==> src/rtl/joystick_port_mapper_pkg.sv <==
`default_nettype none
// ============================================================================
//  Module   : joystick_port_mapper_pkg
//  Purpose  : Shared constants, types and mapping helpers for the joystick
//             port mapper (modes, joystick bit indices, keyboard rows).
//  Revision : 1.0  initial release
// ============================================================================
package joystick_port_mapper_pkg;

    // Joystick word width: MXYZ SACB RLDU, negative logic
    localparam int JOY_W    = 12;
    localparam int KBD_COLS = 5;

    // Per-joystick presentation modes
    localparam logic [1:0] MODE_KEMPSTON  = 2'b00;
    localparam logic [1:0] MODE_SINCLAIR1 = 2'b01;
    localparam logic [1:0] MODE_SINCLAIR2 = 2'b10;
    localparam logic [1:0] MODE_CURSOR    = 2'b11;

    // Bit positions inside the joystick word
    localparam int JB_U = 0;
    localparam int JB_D = 1;
    localparam int JB_L = 2;
    localparam int JB_R = 3;
    localparam int JB_B = 4;
    localparam int JB_C = 5;
    localparam int JB_A = 6;
    localparam int JB_S = 7;
    localparam int JB_Z = 8;
    localparam int JB_Y = 9;
    localparam int JB_X = 10;
    localparam int JB_M = 11;

    // Address lines that select the two keyboard half-rows (active low)
    localparam int ROW_EFFE_BIT = 12;
    localparam int ROW_F7FE_BIT = 11;

    // Active-high button set after filtering; fire already gated by autofire
    typedef struct packed {
        logic u;
        logic d;
        logic l;
        logic r;
        logic fire;
        logic c;
        logic a;
    } joy_btn_t;

    // Active-high key contributions for the two half-rows
    typedef struct packed {
        logic [KBD_COLS-1:0] effe;
        logic [KBD_COLS-1:0] f7fe;
    } kbd_rows_t;

    // Kempston byte: bit0 R, bit1 L, bit2 D, bit3 U, bit4 fire, bit5 C, bit6 A
    function automatic logic [7:0] kemp_byte(input joy_btn_t b);
        return {1'b0, b.a, b.c, b.fire, b.u, b.d, b.l, b.r};
    endfunction

    // Key contributions of one joystick, given its mode
    function automatic kbd_rows_t kbd_rows(input logic [1:0] mode,
                                           input logic u, input logic d,
                                           input logic l, input logic r,
                                           input logic fire);
        kbd_rows_t rows;
        rows = '0;
        case (mode)
            MODE_SINCLAIR1: rows.effe = {l, r, d, u, fire};
            MODE_SINCLAIR2: rows.f7fe = {fire, u, d, r, l};
            MODE_CURSOR: begin
                rows.effe = {d, u, r, 1'b0, fire};
                rows.f7fe = {l, 4'b0000};
            end
            default: rows = '0;
        endcase
        return rows;
    endfunction

endpackage
`default_nettype wire

==> src/rtl/joystick_port_mapper_if.sv <==
`default_nettype none
// ============================================================================
//  Module   : joystick_port_mapper_if
//  Purpose  : CPU-side bus between the Spectrum core and the joystick mapper.
//  Signals  : addr/iorq_n/rd_n   CPU address and I/O read strobes
//             kemp_data/kemp_oe  Kempston byte and its output enable
//             kbd_cols_n         key columns merged into ULA port FE (0 = key)
//  Modports : master = CPU side, slave = mapper side
//  Revision : 1.0  initial release
// ============================================================================
interface joystick_port_mapper_if;
    import joystick_port_mapper_pkg::*;

    logic [15:0]         addr;
    logic                iorq_n;
    logic                rd_n;
    logic [7:0]          kemp_data;
    logic                kemp_oe;
    logic [KBD_COLS-1:0] kbd_cols_n;

    modport master (
        output addr, iorq_n, rd_n,
        input  kemp_data, kemp_oe, kbd_cols_n
    );

    modport slave (
        input  addr, iorq_n, rd_n,
        output kemp_data, kemp_oe, kbd_cols_n
    );
endinterface
`default_nettype wire

==> src/rtl/joystick_port_mapper_joy_stable_filter.sv <==
`default_nettype none
// ============================================================================
//  Module   : joy_stable_filter
//  Purpose  : Accepts a joystick word only once it has been unchanged for
//             DEB_CYCLES consecutive clocks; the accepted word moves
//             DEB_CYCLES+1 clocks after the new value first appears.
//  Ports    : clk, reset_n (async, active low)
//             i_joy   raw joystick word (0 = pressed)
//             o_filt  accepted joystick word
//  Revision : 1.0  initial release
// ============================================================================
module joy_stable_filter
    import joystick_port_mapper_pkg::*;
#(
    parameter int DEB_CYCLES = 16
) (
    input  logic             clk,
    input  logic             reset_n,
    input  logic [JOY_W-1:0] i_joy,
    output logic [JOY_W-1:0] o_filt
);

    localparam logic [7:0] c_CNT_LAST = 8'(DEB_CYCLES - 1);

    logic [JOY_W-1:0] r_cand;
    logic [7:0]       r_cnt;
    logic [JOY_W-1:0] r_filt;

    always_ff @(posedge clk or negedge reset_n) begin
        if (!reset_n) begin
            r_cand <= '1;
            r_cnt  <= 8'd0;
            r_filt <= '1;
        end else if (i_joy != r_cand) begin
            r_cand <= i_joy;
            r_cnt  <= 8'd0;
        end else if (r_cnt == c_CNT_LAST) begin
            // Counter parks here; re-loading the same word is harmless
            r_filt <= r_cand;
        end else begin
            r_cnt  <= r_cnt + 8'd1;
        end
    end

    assign o_filt = r_filt;

endmodule
`default_nettype wire

==> src/rtl/joystick_port_mapper.sv <==
`default_nettype none
// ============================================================================
//  Module   : joystick_port_mapper
//  Purpose  : Maps two filtered Megadrive/passive joystick words onto a
//             Kempston port and Sinclair1/Sinclair2/Cursor key presses, with
//             frame-locked autofire on the B button.
//  Ports    : clk, reset_n (async, active low)
//             joy1_i/joy2_i        raw joystick words (0 = pressed)
//             joy1_mode/joy2_mode  00 Kempston, 01 Sinc1, 10 Sinc2, 11 Cursor
//             joy1_af_en/joy2_af_en autofire enable per joystick
//             vsync_n              video vsync, falling edge paces autofire
//             bus                  CPU bus (slave modport)
//  Revision : 1.0  initial release
// ============================================================================
module joystick_port_mapper
    import joystick_port_mapper_pkg::*;
#(
    parameter int         DEB_CYCLES = 16,
    parameter int         AF_FRAMES  = 4,
    parameter logic [7:0] KEMP_ADDR  = 8'h1F
) (
    input  logic             clk,
    input  logic             reset_n,
    input  logic [JOY_W-1:0] joy1_i,
    input  logic [JOY_W-1:0] joy2_i,
    input  logic [1:0]       joy1_mode,
    input  logic [1:0]       joy2_mode,
    input  logic             joy1_af_en,
    input  logic             joy2_af_en,
    input  logic             vsync_n,
    joystick_port_mapper_if.slave bus
);

    localparam logic [3:0] c_AF_LAST = 4'(AF_FRAMES - 1);

    // ---------------- autofire timebase (shared) ----------------
    logic       r_vs_d;
    logic [3:0] r_af_cnt;
    logic       r_af_phase;
    logic       w_vs_fall;

    assign w_vs_fall = r_vs_d & ~vsync_n;

    always_ff @(posedge clk or negedge reset_n) begin
        if (!reset_n) begin
            r_vs_d     <= 1'b1;
            r_af_cnt   <= 4'd0;
            r_af_phase <= 1'b0;
        end else begin
            r_vs_d <= vsync_n;
            if (w_vs_fall) begin
                if (r_af_cnt == c_AF_LAST) begin
                    r_af_cnt   <= 4'd0;
                    r_af_phase <= ~r_af_phase;
                end else begin
                    r_af_cnt   <= r_af_cnt + 4'd1;
                end
            end
        end
    end

    // ---------------- per-joystick path ----------------
    logic [1:0][JOY_W-1:0] w_joy_in;
    logic [1:0][1:0]       w_mode;
    logic [1:0]            w_af_en;
    logic [15:0]           w_kemp_bytes;   // byte per joystick, zero unless Kempston
    logic [9:0]            w_effe_cols;
    logic [9:0]            w_f7fe_cols;

    assign w_joy_in = {joy2_i, joy1_i};
    assign w_mode   = {joy2_mode, joy1_mode};
    assign w_af_en  = {joy2_af_en, joy1_af_en};

    genvar gi;
    for (gi = 0; gi < 2; gi++) begin : g_joy
        logic [JOY_W-1:0] w_filt;
        logic             w_fire;
        joy_btn_t         w_btn;
        kbd_rows_t        w_rows;
        logic             w_unused_hi;

        joy_stable_filter #(.DEB_CYCLES(DEB_CYCLES)) u_filt (
            .clk     (clk),
            .reset_n (reset_n),
            .i_joy   (w_joy_in[gi]),
            .o_filt  (w_filt)
        );

        // With autofire on, a held B only counts during the high phase
        assign w_fire = ~w_filt[JB_B] & (w_af_en[gi] ? r_af_phase : 1'b1);

        assign w_btn = joy_btn_t'({~w_filt[JB_U], ~w_filt[JB_D], ~w_filt[JB_L],
                                   ~w_filt[JB_R], w_fire,
                                   ~w_filt[JB_C], ~w_filt[JB_A]});

        assign w_rows = kbd_rows(w_mode[gi], w_btn.u, w_btn.d, w_btn.l,
                                 w_btn.r, w_btn.fire);

        assign w_kemp_bytes[gi*8 +: 8] = (w_mode[gi] == MODE_KEMPSTON) ?
                                         kemp_byte(w_btn) : 8'h00;
        assign w_effe_cols[gi*5 +: 5]  = w_rows.effe;
        assign w_f7fe_cols[gi*5 +: 5]  = w_rows.f7fe;

        // S, Z, Y, X, M have no destination on the Spectrum side
        assign w_unused_hi = &{w_filt[JB_M], w_filt[JB_X], w_filt[JB_Y],
                               w_filt[JB_Z], w_filt[JB_S]};
    end

    // ---------------- Kempston port ----------------
    logic       w_sel;
    logic [7:0] w_kemp_mix;
    logic [7:0] r_kemp_data;
    logic       r_kemp_oe;

    assign w_sel      = ~bus.iorq_n & ~bus.rd_n & (bus.addr[7:0] == KEMP_ADDR);
    assign w_kemp_mix = w_kemp_bytes[7:0] | w_kemp_bytes[15:8];

    // Latch once per IN cycle so the CPU sees a stable byte for the whole read
    always_ff @(posedge clk or negedge reset_n) begin
        if (!reset_n) begin
            r_kemp_data <= 8'h00;
            r_kemp_oe   <= 1'b0;
        end else if (w_sel && !r_kemp_oe) begin
            r_kemp_data <= w_kemp_mix;
            r_kemp_oe   <= 1'b1;
        end else if (!w_sel) begin
            r_kemp_oe   <= 1'b0;
        end
    end

    assign bus.kemp_data = r_kemp_data;
    assign bus.kemp_oe   = r_kemp_oe;

    // ---------------- keyboard overlay ----------------
    logic [KBD_COLS-1:0] w_cols;
    logic                w_unused_addr;

    assign w_cols = ({KBD_COLS{~bus.addr[ROW_EFFE_BIT]}} &
                     (w_effe_cols[4:0] | w_effe_cols[9:5])) |
                    ({KBD_COLS{~bus.addr[ROW_F7FE_BIT]}} &
                     (w_f7fe_cols[4:0] | w_f7fe_cols[9:5]));

    assign bus.kbd_cols_n = ~w_cols;

    assign w_unused_addr = &{bus.addr[15:13], bus.addr[10:8]};

endmodule
`default_nettype wire
==> src/flat_wrapper.sv <==
// flat-port wrapper written by rule: the top's interface ports become plain ports
module joystick_port_mapper_flat import joystick_port_mapper_pkg::*;
#(
    parameter int         DEB_CYCLES = 16,
    parameter int         AF_FRAMES  = 4,
    parameter logic [7:0] KEMP_ADDR  = 8'h1F
)
  (clk, reset_n, joy1_i, joy2_i, joy1_mode, joy2_mode, joy1_af_en, joy2_af_en, vsync_n, bus_addr, bus_iorq_n, bus_rd_n, bus_kemp_data, bus_kemp_oe, bus_kbd_cols_n);
  joystick_port_mapper_if bus_i ();
  input  logic clk;
  input  logic reset_n;
  input  logic [JOY_W-1:0] joy1_i;
  input  logic [JOY_W-1:0] joy2_i;
  input  logic [1:0] joy1_mode;
  input  logic [1:0] joy2_mode;
  input  logic joy1_af_en;
  input  logic joy2_af_en;
  input  logic vsync_n;
  input wire logic [$bits(bus_i.addr)-1:0] bus_addr;
  input wire logic [$bits(bus_i.iorq_n)-1:0] bus_iorq_n;
  input wire logic [$bits(bus_i.rd_n)-1:0] bus_rd_n;
  output wire logic [$bits(bus_i.kemp_data)-1:0] bus_kemp_data;
  output wire logic [$bits(bus_i.kemp_oe)-1:0] bus_kemp_oe;
  output wire logic [$bits(bus_i.kbd_cols_n)-1:0] bus_kbd_cols_n;
  assign bus_i.addr = bus_addr;
  assign bus_i.iorq_n = bus_iorq_n;
  assign bus_i.rd_n = bus_rd_n;
  assign bus_kemp_data = bus_i.kemp_data;
  assign bus_kemp_oe = bus_i.kemp_oe;
  assign bus_kbd_cols_n = bus_i.kbd_cols_n;
  joystick_port_mapper #(.DEB_CYCLES(DEB_CYCLES), .AF_FRAMES(AF_FRAMES), .KEMP_ADDR(KEMP_ADDR)) u_core (.clk(clk), .reset_n(reset_n), .joy1_i(joy1_i), .joy2_i(joy2_i), .joy1_mode(joy1_mode), .joy2_mode(joy2_mode), .joy1_af_en(joy1_af_en), .joy2_af_en(joy2_af_en), .vsync_n(vsync_n), .bus(bus_i));
endmodule
==> config.mk <==
export PLATFORM = sky130hd
export DESIGN_NAME = joystick_port_mapper_flat
export DESIGN_NICKNAME = d
export VERILOG_FILES = /design/src/rtl/joystick_port_mapper_pkg.sv /design/src/rtl/joystick_port_mapper_if.sv /design/src/rtl/joystick_port_mapper_joy_stable_filter.sv /design/src/rtl/joystick_port_mapper.sv /design/src/flat_wrapper.sv
export SDC_FILE = /design/constraint.sdc
export NUM_CORES = 1
export LEC_CHECK = 0
export ABC_AREA = 1
export BUFFER_PORTS_ARGS = -buffer_cell sky130_fd_sc_hd__buf_2
export CORE_MARGIN = 3
export CORE_UTILIZATION = 53
export CTS_BUF_LIST = sky130_fd_sc_hd__clkbuf_8
export DETAILED_ROUTE_END_ITERATION = 16
export PLACE_DENSITY = 0.78
export SLEW_MARGIN = 20
export SYNTH_ARGS = -nofsm -noshare
export SYNTH_HDL_FRONTEND = slang
export SYNTH_HIERARCHICAL = 1
export SYNTH_SLANG_ARGS = --single-unit
==> constraint.sdc <==
create_clock -name clk -period 1.69 [get_ports clk]
set_clock_uncertainty 0.2 [all_clocks]
set_input_delay 0.0845 -clock clk [delete_from_list [all_inputs] [get_ports clk]]
set_output_delay 0.0845 -clock clk [all_outputs]
set_load 0.02 [all_outputs]
Yosys cells after proc, flatten, opt, wreduce, memory -nomap -nowiden
Index checks and enable logic that the tools add are counted.
- logic and storage cells: 85
- output and inout bits: 14
- input bits: 51
- flip-flop bits (word level): 69
- bits in latches: 0
- bits in writable memories: 0
- memories kept: 0
- bits in read-only memories: 0
- mux-type cells: 15
- reductions and logical operators: 7
- div/mod/pow operators: 0
- shifts and indexed selects: 0
- add/sub/neg operators: 3
- eq/ne operators: 15
- magnitude comparators: 0
- multiply operators: 0
- bitwise gates (word level): 34
- operator list (cell ; count):
    $pmux W5 S2 ; 4
    $mux W8 ; 4
    $ne A12 B12 Y1 ; 2
    $not A1 Y1 ; 22
    $add A8 B1 Y8 const B ; 2
    $eq A8 B4 Y1 const B ; 2
    $or A5 B5 Y5 ; 3
    $mux W7 ; 2
    $and A5 B5 Y5 ; 2
    $eq A2 B2 Y1 const B ; 4
    $eq A8 B5 Y1 const B ; 1
    $or A8 B8 Y8 ; 1
    $ne A2 B2 Y1 const B ; 3
    $reduce_and A2 Y1 ; 3
    $and A1 B1 Y1 ; 5
    $not A5 Y5 ; 1
    $add A4 B1 Y4 const B ; 1
    $eq A2 B1 Y1 const B ; 2
    $eq A4 B2 Y1 const B ; 1
    $logic_not A2 Y1 ; 2
    $mux W1 ; 4
    $mux W4 ; 1
    $logic_and A1 B1 Y1 ; 1
    $logic_not A1 Y1 ; 1

Longest topological paths before layout
- depth after elaboration: 7
- gate-level depth with buffers: 10
- gate-level depth less buffers: 9

Modules after synthesis
The synthesis kept the hierarchy.
- modules (own cells, without submodules) (module ; cells each ; times used ; seq. area each (um^2) ; area each (um^2)):
    joy_stable_filter ; 181 ; 2 ; 830.8 ; 1574.0
    joystick_port_mapper ; 170 ; 1 ; 351.6 ; 1063.5

Least setup slack after synthesis
OpenSTA, ideal clock, no wires.
- path type: register to register
- from: reg u_core.g_joy[0].u_filt.r_cand[3]
- to: reg u_core.g_joy[0].u_filt.r_filt[2]
- slack: 0.122 ns
- setup time: 0.076 ns
- buffers on the path: 1
- cell stages (with the launch flop): 11
- clock period less this slack: 1.568 ns
- required time: 1.414 ns
- arrival: 1.292 ns
- cell sequence: dfstp_2 > inv_1 > nand2_1 > nand2_1 > nor2_1 > nand2_2 > nor2_8 > nand3_4 > buf_6 > nand2_1 > nand2_1
- word-level cells in the longest chain between the ends: 3
- ends and longest elaborated chain (item ; line ; source):
    start: declaration ; joystick_port_mapper_joy_stable_filter.sv:25 ; logic [JOY_W-1:0] r_cand;
    start signal: assignment ; joystick_port_mapper_joy_stable_filter.sv:35 ; r_cand <= i_joy;
    $ne A12 B12 Y1 ; joystick_port_mapper_joy_stable_filter.sv:34 ; end else if (i_joy != r_cand) begin
    $not A1 Y1 (no source line) ; n/a ;
    $reduce_and A2 Y1 (no source line) ; n/a ;
    end signal: assignment ; joystick_port_mapper_joy_stable_filter.sv:39 ; r_filt <= r_cand;
    end: declaration ; joystick_port_mapper_joy_stable_filter.sv:27 ; logic [JOY_W-1:0] r_filt;
No other way between the ends.
A chain may end at the register's enable or synchronous reset.

Worst setup path in the final report
- from: reg u_core.g_joy[1].u_filt.r_filt[3]
- to: out bus_kbd_cols_n[2]
- word-level cells in the longest chain between the ends: 6
- ends and longest elaborated chain (item ; line ; source):
    start: declaration ; joystick_port_mapper_joy_stable_filter.sv:27 ;
    start signal: assignment ; joystick_port_mapper_joy_stable_filter.sv:39 ;
    $not A1 Y1 ; joystick_port_mapper.sv:93 ; ~w_filt[JB_R], w_fire,
    $pmux W5 S2 ; joystick_port_mapper_pkg.sv:67 ; case (mode)
    $or A5 B5 Y5 ; joystick_port_mapper.sv:139 ; (w_effe_cols[4:0] | w_effe_cols[9:5])) |
    $and A5 B5 Y5 ; joystick_port_mapper.sv:138 ; assign w_cols = ({KBD_COLS{~bus.addr[ROW_EFFE_BIT]}} &
    $or A5 B5 Y5 ; joystick_port_mapper.sv:139 ;
    $not A5 Y5 ; joystick_port_mapper.sv:143 ; assign bus.kbd_cols_n = ~w_cols;
    end: declaration ; flat_wrapper.sv:24 ; output wire logic [$bits(bus_i.kbd_cols_n)-1:0] bus_kbd_cols_n;
No other way between the ends.

==> results.sh <==
export IMPL_die_height_microns=90.8
export IMPL_drive_above_1_share_pct=36.4
export IMPL_antennaDiodeCount=0
export IMPL_die_w_microns=90.8
export IMPL_p_per_area_nw_per_um2=718
export IMPL_final_cells=684
export IMPL_hold_class="primary input to register"
export IMPL_coreArea_sq_um=6870
export IMPL_endpoint_kind="output port"
export IMPL_grt_max_degree=69
export IMPL_violations="negative setup slack"
export IMPL_slew_violations=0
export IMPL_setup_ws_ps=-78.7
export IMPL_cp_top_family="flip-flops"
export IMPL_fin_hold_ws_ps=21.0
export IMPL_syn_avg_cell_area_sq_um=7.75
export IMPL_grt_overflow_total=0
export IMPL_worstPathCellList="inv_2, nand2_1, nand2_1, nor2_1, nor2_1, nor2_1, buf_4"
export IMPL_pin_count=65
export IMPL_min_from="joy1_mode[1]"
export IMPL_clock_latency_ps=350
export IMPL_fin_nets=637
export IMPL_required_ps=1410
export IMPL_cp_startpoint="u_core/g_joy[1].u_filt/o_filt[3]$_DFFE_PN1P_"
export IMPL_rr_startpoint="u_core/g_joy[1].u_filt/r_cand[0]$_DFFE_PN1P_"
export IMPL_place_ws_ps=-16.9
export IMPL_cts_htree_levels=3
export IMPL_cp_num_buf_inv=2
export IMPL_vdd_drop_max_v=0.000630
export IMPL_setup_viol=11
export IMPL_worstSetupPathType="register to output port"
export IMPL_finalHoldViolations=0
export IMPL_cts_root_buf="clkbuf_8"
export IMPL_grt_setup_unrepaired="yes"
export IMPL_placed_area_sq_um=4100
export IMPL_vias_per_cell=4.84
export IMPL_first_pass_iters=4
export IMPL_grt_pass1_vias=3132
export IMPL_grt_antenna_before_repair=0
export IMPL_placementRows=30
export IMPL_ant_nets=0
export IMPL_min_period_ps=1770
export IMPL_grtUsageTotal_pct=19.9
export IMPL_clock_sinks=68
export IMPL_cts_buffer_depth=2
export IMPL_drt_iter0_drc=153
export IMPL_setup_tns_ps=-351
export IMPL_cts_made_buffers=9
export IMPL_finalPower_mw=3.59
export IMPL_max_clock_freq_mhz=565
export IMPL_grt_pass1_wl_mm=13.5
export IMPL_synthCells=492
export IMPL_initial_core_util_pct=55.5
export IMPL_dpl_cell_count=614
export IMPL_critical_path_max_stage_delay_ps=550
export IMPL_synth_area_sq_um=3810
export IMPL_ys_warn_count=6
export IMPL_portBuffers=57
export IMPL_timing_final_crit_share_pct=105
export IMPL_vias=3312
export IMPL_critPathArrivalTime_ps=1480
export IMPL_critPathSlowestCell="dfstp_2"
export IMPL_final_core_util_pct=72.9
export IMPL_drc=0
export IMPL_path_clk_slew_ps=80
export IMPL_dp_final_hpwl_mm=5.25
export IMPL_place_congestion=0.888
export IMPL_outcome="complete, but fails checks"
export IMPL_maxCapViolCount=0
export IMPL_area_delta_synth_final_pct=31.3
export IMPL_wl_per_cell_microns=11.9
export IMPL_critical_path_max_fanout=3
export IMPL_p_leak_nw=2.50
export IMPL_cts_tree="built"
export IMPL_stdcell_area_sq_um=5000
export IMPL_dieArea_sq_um=8240
export IMPL_startpoint_type="register"
export IMPL_synth_nets=546
export IMPL_crit_top_cell="nor2_1"
export IMPL_wirelength_mm=8.16
## state kept, by name, indices dropped and copies added (netlist names)
signal and count:
u_core/r_af_cnt 4, u_core/g_joy.u_filt/r_cand 24, u_core/bus.kemp_data 7, u_core/bus.kemp_oe 1
u_core/r_af_phase 1, u_core/g_joy.u_filt/r_cnt 16, u_core/r_vs_d 1, u_core/g_joy.u_filt/o_filt 14
## worst register-to-register path, stage by stage, from the launching register on
cell     delay [ps]
dfstp_2         550
nand2_1          50
inv_1            60
nor2_1           40
nor2_1          120
nand2_2         100
nor2_8          200
nand3_4         170
nand2_2         110
nand2_1          50
## final timing paths
check / to / cells after the start / slack [ps]
worst max-delay path: bus_kbd_cols_n[2] / 7 / -80
min in group asynchronous: u_core/bus.kemp_data[2]$_DFFE_PN0P_ / 3 / 50
worst min register to register: u_core/g_joy[0].u_filt/o_filt[5]$_DFFE_PN1P_ / 2 / 270
worst max register to register: u_core/g_joy[1].u_filt/o_filt[0]$_DFFE_PN1P_ / 9 / -30
worst min-delay path: u_core/bus.kemp_data[4]$_DFFE_PN0P_ / 6 / 20
max in group asynchronous: u_core/g_joy[0].u_filt/r_cand[10]$_DFFE_PN1P_ / 3 / 890
## metal layers
metal	part of all wire, %	GRT usage, %
met1	43	25.4
met2	50	32.9
met3	5.2	4.75
met4	1.3	7.41
met5	0	0
## power breakdown
part	total [mW]	switching (mW)	leakage, nW	internal (mW)
Sequential	1.82	0.0693	0.803	1.75
Clock	1.19	0.653	0.0856	0.536
Combinational	0.589	0.319	1.61	0.270
## placed cells by master (no fill, tap or decap), types with 2 or more instances in the layout
cell type        n
nand3_2          2
nor2_8           3
nand4_1         16
buf_6            6
nand3_4          2
clkbuf_8         9
nor2_1          50
a31oi_1          2
buf_4           15
inv_1           55
nor2_2           7
nand3_1         19
clkinv_4         2
dfrtp_1         29
nor2_4           9
nand2_1        136
a21oi_2          3
nand2_8          2
clkinv_2         2
nand2_2         16
buf_2           52
buf_12           4
dfstp_2         39
nor3_2           6
nor3_4           4
ha_1             2
xor2_2           2
o21ai_1          3
dlygate4sd3_1   35
clkinvlp_4       2
nand4_2          2
inv_2           18
nor3_1           4
o21ai_0          7
xnor2_1          4
a21oi_1          2
xor2_1           5
## what timing repair did
action	in CTS	in global routing
endpoints found under the setup margin	12	36
hold endpoints to repair	101	0
gates resized for setup	14	45
pin swaps	3	24
cloned	0	1
hold buffers	35	0
buffers inserted	6	12
## area by class of cell
cell class	instances	area, sq um
timing repair buffer	112	871
clock buffer	9	124
fill	474	1860
multi-input combinational	319	1810
clock inverter	7	51.3
sequential	68	1750
inverter	73	274
tap	96	120
Power figures use the tool's default switching activity.
